===== config.mk =====
export PLATFORM = sky130hd
export DESIGN_NAME = sr_flag_arbiter
export DESIGN_NICKNAME = d
export VERILOG_FILES = /design/src/rtl/sr_flag_pkg.sv /design/src/rtl/sr_cell.sv /design/src/rtl/sr_flag_arbiter.sv
export SDC_FILE = /design/constraint.sdc
export NUM_CORES = 1
export LEC_CHECK = 0
export ABC_AREA = 1
export CORE_UTILIZATION = 30
export CTS_CLUSTER_SIZE = 12
export DETAILED_ROUTE_END_ITERATION = 8
export GPL_TIMING_DRIVEN = 0
export RECOVER_POWER = 50
export SETUP_SLACK_MARGIN = 0.15
export SKIP_CTS_REPAIR_TIMING = 1
export SLEW_MARGIN = 20
export SYNTH_ARGS = -nofsm -noshare
export SYNTH_HDL_FRONTEND = slang
export SYNTH_SLANG_ARGS = --single-unit

===== constraint.sdc =====
create_clock -name clk -period 1.8 [get_ports clk]
set_input_delay 0.18 -clock clk [delete_from_list [all_inputs] [get_ports clk]]
set_output_delay 0.18 -clock clk [all_outputs]
set_load 0.005 [all_outputs]

===== src/rtl/sr_flag_pkg.sv =====
`default_nettype none
// ============================================================================
// Module      : sr_flag_pkg
// Description : Op encodings and controller state encoding for sr_flag_arbiter.
// Revision    : 1.0
// ============================================================================
package sr_flag_pkg;

    localparam logic [1:0] OP_NOP = 2'b00;
    localparam logic [1:0] OP_SET = 2'b01;
    localparam logic [1:0] OP_CLR = 2'b10;
    localparam logic [1:0] OP_TOG = 2'b11;

    localparam logic [1:0] ST_IDLE  = 2'd0;
    localparam logic [1:0] ST_APPLY = 2'd1;
    localparam logic [1:0] ST_ACK   = 2'd2;

endpackage
`default_nettype wire


===== src/rtl/sr_cell.sv =====
`default_nettype none
// ============================================================================
// Module      : sr_cell
// Description : Single synchronous-reset SR flag; s=r=1 holds and is illegal.
// Revision    : 1.0
// ============================================================================
module sr_cell
    import sr_flag_pkg::*;
(
    input  logic clk,
    input  logic reset,
    input  logic s,
    input  logic r,
    output logic q
);

    logic r_q;

    always_ff @(posedge clk) begin
        if (reset) begin
            r_q <= 1'b0;
        end else if (s && !r) begin
            r_q <= 1'b1;
        end else if (r && !s) begin
            r_q <= 1'b0;
        end
    end

    assign q = r_q;

    a_no_set_and_reset: assert property (@(posedge clk) disable iff (reset) !(s && r));

endmodule
`default_nettype wire


===== src/rtl/sr_flag_arbiter.sv =====
`default_nettype none
// ============================================================================
// Module      : sr_flag_arbiter
// Description : Round-robin sequencer turning requester commands into s/r
//               pulses on a bank of SR flag cells, one command per 3 cycles.
// Revision    : 1.0
// ============================================================================
module sr_flag_arbiter
    import sr_flag_pkg::*;
#(
    parameter int NREQ  = 4,
    parameter int NFLAG = 8,
    parameter int IDXW  = $clog2(NFLAG)
) (
    input  logic                 clk,
    input  logic                 reset,
    input  logic [NREQ-1:0]      req,
    input  logic [2*NREQ-1:0]    op,
    input  logic [NREQ*IDXW-1:0] idx,
    output logic [NREQ-1:0]      gnt,
    output logic                 err,
    output logic                 busy,
    output logic [NFLAG-1:0]     flags
);

    localparam int              PTRW    = $clog2(NREQ);
    localparam logic [IDXW:0]   c_nflag = (IDXW + 1)'(NFLAG);

    logic [1:0]       r_state;
    logic [PTRW-1:0]  r_rr_ptr;
    logic [PTRW-1:0]  r_win;
    logic [1:0]       r_op;
    logic [IDXW-1:0]  r_idx;
    logic [NREQ-1:0]  r_gnt;
    logic             r_err;
    logic [NFLAG-1:0] r_s;
    logic [NFLAG-1:0] r_r;

    logic             w_found;
    logic [PTRW-1:0]  w_win;
    logic             w_inrange;
    logic [NFLAG-1:0] w_s;
    logic [NFLAG-1:0] w_r;

    function automatic logic [PTRW-1:0] f_wrap(input int v);
        return PTRW'(v % NREQ);
    endfunction

    // Walk offsets from far to near so the requester closest to rr_ptr wins.
    always_comb begin
        w_found = 1'b0;
        w_win   = r_rr_ptr;
        for (int k = NREQ - 1; k >= 0; k--) begin
            if (req[f_wrap(int'(r_rr_ptr) + k)]) begin
                w_found = 1'b1;
                w_win   = f_wrap(int'(r_rr_ptr) + k);
            end
        end
    end

    assign w_inrange = ({1'b0, r_idx} < c_nflag);

    always_comb begin
        w_s = '0;
        w_r = '0;
        if (w_inrange) begin
            case (r_op)
                OP_SET: w_s[r_idx] = 1'b1;
                OP_CLR: w_r[r_idx] = 1'b1;
                OP_TOG: begin
                    w_s[r_idx] = ~flags[r_idx];
                    w_r[r_idx] =  flags[r_idx];
                end
                default: ;
            endcase
        end
    end

    // s/r is decoded in APPLY and registered, so the cells change on the same
    // edge that raises gnt.
    always_ff @(posedge clk) begin
        if (reset) begin
            r_state  <= ST_IDLE;
            r_rr_ptr <= '0;
            r_win    <= '0;
            r_op     <= OP_NOP;
            r_idx    <= '0;
            r_gnt    <= '0;
            r_err    <= 1'b0;
            r_s      <= '0;
            r_r      <= '0;
        end else begin
            r_gnt <= '0;
            r_err <= 1'b0;
            r_s   <= '0;
            r_r   <= '0;
            case (r_state)
                ST_IDLE: begin
                    if (w_found) begin
                        r_win   <= w_win;
                        r_op    <= op[2*w_win +: 2];
                        r_idx   <= idx[w_win*IDXW +: IDXW];
                        r_state <= ST_APPLY;
                    end
                end
                ST_APPLY: begin
                    r_s     <= w_s;
                    r_r     <= w_r;
                    r_state <= ST_ACK;
                end
                ST_ACK: begin
                    r_gnt[r_win] <= 1'b1;
                    r_err        <= ~w_inrange;
                    r_rr_ptr     <= f_wrap(int'(r_win) + 1);
                    r_state      <= ST_IDLE;
                end
                default: r_state <= ST_IDLE;
            endcase
        end
    end

    for (genvar g = 0; g < NFLAG; g++) begin : g_cell
        sr_cell u_cell (
            .clk   (clk),
            .reset (reset),
            .s     (r_s[g]),
            .r     (r_r[g]),
            .q     (flags[g])
        );
    end

    assign gnt  = r_gnt;
    assign err  = r_err;
    assign busy = (r_state != ST_IDLE);

endmodule
`default_nettype wire


After elaboration in Yosys (flattened, before gate mapping)
Index checks and enable logic that the tools add are counted.

$add $sub $neg: 4. $mul: 1. Divide/modulo/power cells: 0. $lt $le $gt $ge: 8. Equal/unequal tests: 6. Shift-type cells: 2. Muxes and demuxes: 42. Bitwise logic cells: 5. Reduce and logical (&&, ||, !) cells: 47.

Operators with widths (count): 8-bit case mux with 2 select lines (2); 1-bit 2-to-1 mux (27); 1-bit logical AND (18); 2-bit nonzero test (9); 8-bit AND (2); 1-bit logical NOT (16); 2-bit by 3-bit < comparator with 1-bit output, second input constant (5); 12-bit by 5-bit variable part select with 3-bit output (1); 2-bit 2-to-1 mux (5); 1-bit binary-select mux with 2-bit select (4); 8-bit by 4-bit variable part select with 2-bit output (1); 2-bit equality test, second input constant (3); 2-bit by 1-bit adder with 2-bit output, second input constant (2); 2-bit adder, second input constant (2); 2-bit by 1-bit equality test with 1-bit output, second input constant (2); 3-bit by 4-bit < comparator with 1-bit output, second input constant (1); 2-bit by 2-bit multiplier with 4-bit output, second input constant (1); 2-bit case mux with 2 select lines (1); 2-bit OR reduction (2); 1-bit binary-select mux with 3-bit select (1); 1-bit demux with 3-bit select (1); 3-bit by 1-bit >= comparator with 1-bit output, second input constant (1); 1-bit inverter (3); 1-bit demux with 2-bit select (1); 4 further kinds (4).

Register bits after elaboration: 39. Latch bits: 0. Bits in writable memories: 0. Bits in read-only memories: 0. Input port bits: 26. Output and inout bits: 14. Memories kept: 0.

Longest topological paths before layout
Depth after elaboration: 9. Mapped depth: 15. Mapped depth without buffers: 15.

Cells and area by module
From an unflattened synthesis, not the netlist that was laid out.

Cells, all modules: 296. Area total of the unflattened synthesis: 2074.5 µm².

Modules (own cells, without submodules): sr_flag_arbiter (times used 1, cells an instance 224, area an instance 1584.0 µm², seq. area each 620.6 µm²); sr_cell (times used 8, cells an instance 9, area an instance 61.3 µm², seq. area each 20.0 µm²).

Worst setup path before layout
Ideal clock, no wire load.

Path kind: register to register. From: register r_rr_ptr[0]. To: register r_idx[1]. Setup time: 0.114 ns. Arrival time: 1.488 ns. Required time: 1.686 ns. Path slack: 0.198 ns. Stages on the path, launching flop included: 13. Period minus slack after synthesis: 1.602 ns. Cell sequence: dfxtp_1 -> buf_6 -> nand2_1 -> nand2_1 -> nand2_1 -> nand2_1 -> inv_2 -> a31oi_4 -> inv_1 -> nor2_1 -> nand2_1 -> a21oi_1 -> nor2_1.

Longest elaborated chain between the ends: 9. Elaborated cells between the ends (all ways): 22. Those cells by class: add/sub: 3; mul: 1; shift: 1; mux: 16; reduce/logical: 1.

RTL lines: start: declaration (line sr_flag_arbiter.sv:30) `logic [PTRW-1:0] r_rr_ptr;`; start signal: assignment (line sr_flag_arbiter.sv:114) `r_rr_ptr <= f_wrap(int'(r_win) + 1);`; 2-bit adder (line sr_flag_arbiter.sv:54, sr_flag_arbiter.sv:56); 1-bit binary-select mux with 2-bit select (line sr_flag_arbiter.sv:54) `if (req[f_wrap(int'(r_rr_ptr) + k)]) begin`; 1-bit 2-to-1 mux (not written as such) (line sr_flag_arbiter.sv:54); 2-bit 2-to-1 mux (4 in series) (line sr_flag_arbiter.sv:54); 2-bit by 2-bit multiplier with 4-bit output (line sr_flag_arbiter.sv:102) `r_idx <= idx[w_win*IDXW +: IDXW];`; 12-bit by 5-bit variable part select with 3-bit output (line sr_flag_arbiter.sv:102); end signal: assignment (line sr_flag_arbiter.sv:102); end: declaration (line sr_flag_arbiter.sv:33) `logic [IDXW-1:0] r_idx;`.

Parallel ways exist; a longest one is shown, timed or not. The select of a mux whose other input is x is not followed. A chain may end at the register's enable or synchronous reset.

Final worst setup path
From: register r_rr_ptr[0]. To: register r_op[1].

Longest elaborated chain between the ends: 8. Elaborated cells between the ends (all ways): 21. Those cells by class: add/sub: 3; shift: 1; mux: 16; reduce/logical: 1.

RTL lines: 2-bit adder (line sr_flag_arbiter.sv:54, sr_flag_arbiter.sv:56); 1-bit binary-select mux with 2-bit select (line sr_flag_arbiter.sv:54); 1-bit 2-to-1 mux (not written as such) (line sr_flag_arbiter.sv:54); 2-bit 2-to-1 mux or 1-bit 2-to-1 mux (tied branches) (4 in series) (line sr_flag_arbiter.sv:54); 8-bit by 4-bit variable part select with 2-bit output or 2-bit AND reduction (tied branches); end signal: assignment (line sr_flag_arbiter.sv:101) `r_op <= op[2*w_win +: 2];`; end: declaration (line sr_flag_arbiter.sv:32) `logic [1:0] r_op;`.

Parallel ways exist; a longest one is shown, timed or not. The select of a mux whose other input is x is not followed.

==> flow_metrics.py <==
metrics = {
    "status": {
        "outcome": "finished clean",
    },
    "clocking": {
        "tritoncts": "yes",
        "numCtsBuffers": 5,
        "clockBufferDepth": 2,
        "clock_latency_ns": 0.29,
        "cts.sinks": 39,
        "root_buffer": "clkbuf_8",
        "cts-htree-levels": 2,
        "cts.reportedPaths.clkPinSlew_ns": 0.08,
    },
    "placement": {
        "post-dp-hpwl_um": 2980,
        "post-place-ws_ns": -0.307,
        "dpl.cell_count": 377,
        "place_congestion": 0.829,
        "port_buffers": 38,
    },
    "finish": {
        "area_growth_pct": 43.5,
        "drive_above_1_share": 0.231,
        "diodes": 0,
        "nets": 358,
        "stdcell_count": 396,
    },
    "route": {
        "drc": 0,
        "routed_wl_um": 4090,
        "wl_per_cell_um": 10.3,
        "antenna_left": 0,
        "via_count": 1774,
        "dr.pass1.iters": 4,
        "drt-initial-drc-count": 56,
        "viasPerCell": 4.48,
    },
    "floorplan": {
        "io_pins": 40,
        "placementRows": 28,
        "initial_utilization": 0.319,
        "core_area_sq_mm": 0.00610,
        "die_x_um": 82.5,
        "die_y_um": 82.5,
        "die_area_sq_mm": 0.00680,
    },
    "sta": {
        "period_share": 0.942,
        "finalSetupViolations": 0,
        "hold_viol": 0,
        "fin_hold_ws_ns": 0.482,
        "fin_crit_ns": 1.70,
        "max_freq_mhz": 590,
        "fin_skew_ns": 0.00358,
        "finalWorstSetupSlack_ns": 0.105,
        "final_max_slew_viol_count": 0,
        "grt_setup_unrepaired": "yes",
    },
    "logic_synthesis": {
        "yosysMostFrequentCell": "nand2_1",
        "synth_top_area_cell": "dfxtp_1",
        "yosys-top-cells-area": "dfxtp_1 (40%), nand2_1 (10%), ha_1 (7.7%)",
        "synthTopCellsByCount": "nand2_1 (52), dfxtp_1 (39), inv_1 (38)",
        "synth_area_sq_mm": 0.00194,
        "synth.avg_cell_area_sq_um": 7.36,
        "synth_ff_type": "dfxtp_1",
        "ys_types": 24,
        "async_flop_share": 0,
        "syn_inst": 264,
        "synth_top_cell_area_share": 0.402,
        "syn_nets": 302,
        "ys_ff_latch": 39,
        "yosysWarnings": 0,
        "synth-edff-count": 0,
        "seq_area_frac_synth": 0.402,
    },
    "global_route": {
        "grt-ovfl-total": 0,
        "grtUsageTotal": 0.129,
        "grt_first_pass_wirelength_um": 6690,
        "antenna_found_initial": 0,
        "grt_max_degree": 14,
        "grt_pass1_vias": 1564,
    },
    "worst_setup_path": {
        "timing.rr.start": "r_rr_ptr[0]$_SDFFE_PP0N_",
        "crit_start": "r_rr_ptr[0]$_SDFFE_PP0N_",
        "endpoint_kind": "flop",
        "crit_fanout": 5,
        "required_ns": 1.98,
        "startpoint_type": "flop",
        "crit_arrival_ns": 1.87,
        "critPathKind": "flop to flop",
    },
    "power_and_ir_drop": {
        "vdd_drop_max_mv": 0.312,
        "p_leak_nw": 1.21,
        "pwr_density_cell_mw_per_mm2": 896,
    },
    "run": {
        "max-cap-violations": 0,
    },
    "worst_hold_path": {
        "hp-class": "flop to flop",
        "hold_start": "g_cell[1].u_cell.q$_SDFFE_PP0P_",
    },
}
power by group:
part,total (W),switching [W],internal (W)
Combinational,0.000797,0.000439,0.000357
Clock,0.000719,0.000306,0.000412
Sequential,0.000980,0.0000590,0.000921
Total,0.00250,0.000804,0.00169
metrics by stage:
step	utilization	area (sq um)	total power (W)	TNS (ns)
floorplan	-	1940	0.00141	0
global placement	0.396	2420	0.00159	-1.71
detailed placement	0.396	2420	0.00159	-1.82
CTS	0.415	2530	0.00231	-0.739
global route	0.457	2790	0.00265	-0.00209
finish	0.457	2790	0.00250	0
final timing paths:
| check | depth (start not counted) | to | slack [ns] |
|---|---|---|---|
| min | 2 | g_cell[1].u_cell.q$_SDFFE_PP0P_ | 0.48 |
| min reg2reg | 2 | g_cell[1].u_cell.q$_SDFFE_PP0P_ | 0.48 |
| max reg2reg | 15 | r_op[1]$_SDFFE_PP0P_ | 0.10 |
| max | 15 | r_op[1]$_SDFFE_PP0P_ | 0.10 |
layout make-up:
class                           count  area (sq um)
Fill cell                         642          3310
Multi-Input combinational cell    171          1030
Sequential cell                    39           786
Timing Repair Buffer               49           498
Inverter                           42           168
Buffer                             12           101
Tap cell                           75          93.8
Clock buffer                        5          68.8
Clock inverter                      3          43.8
routing by layer:
layer  track usage  vias up  share of wire
met5             0        -              0
met4        0.0474        0          0.016
met3        0.0363        7          0.049
met2         0.217       41           0.47
met1         0.154      782           0.46
li1              -      944              -
cells in the final DEF (no fill, tap or decap), types with 15 or more instances in the layout:
cell type,netlist,final
a21oi_1,17,15
buf_4,9,18
clkdlybuf4s50_1,0,25
dfxtp_1,39,37
inv_1,38,34
nand2_1,52,37
nand2_2,2,15
nand3_1,29,23
nor2_1,28,26
worst max-delay path, cell delays in order, from the launching register on:
cell	delay, ns
dfxtp_4	0.41
buf_8	0.13
nand2_2	0.05
nand2_2	0.07
nand2_2	0.07
nand2_2	0.07
inv_4	0.05
nand2_4	0.08
nand3_4	0.07
nand2_4	0.10
nand2_4	0.08
buf_8	0.14
nand2_2	0.06
nand3_2	0.06
nand2_2	0.08
a21oi_2	0.05
registers in the layout, summed over array words and instances, names as in the netlist, 3 cells and up:
name,count
g_cell.u_cell.q,8
r_s,8
r_r,8
gnt,4
r_idx,3
cell families after synthesis:
family                     Yosys count  share of synthesized area
AOI/OAI and AO/OA                   40                      0.118
adders and majority gates           12                     0.0773
buffers and inverters               54                      0.130
DFF                                 39                      0.402
other                                1                    0.00193
and+or+nand+nor                    118                      0.271
(Power assumes the default switching activity.)
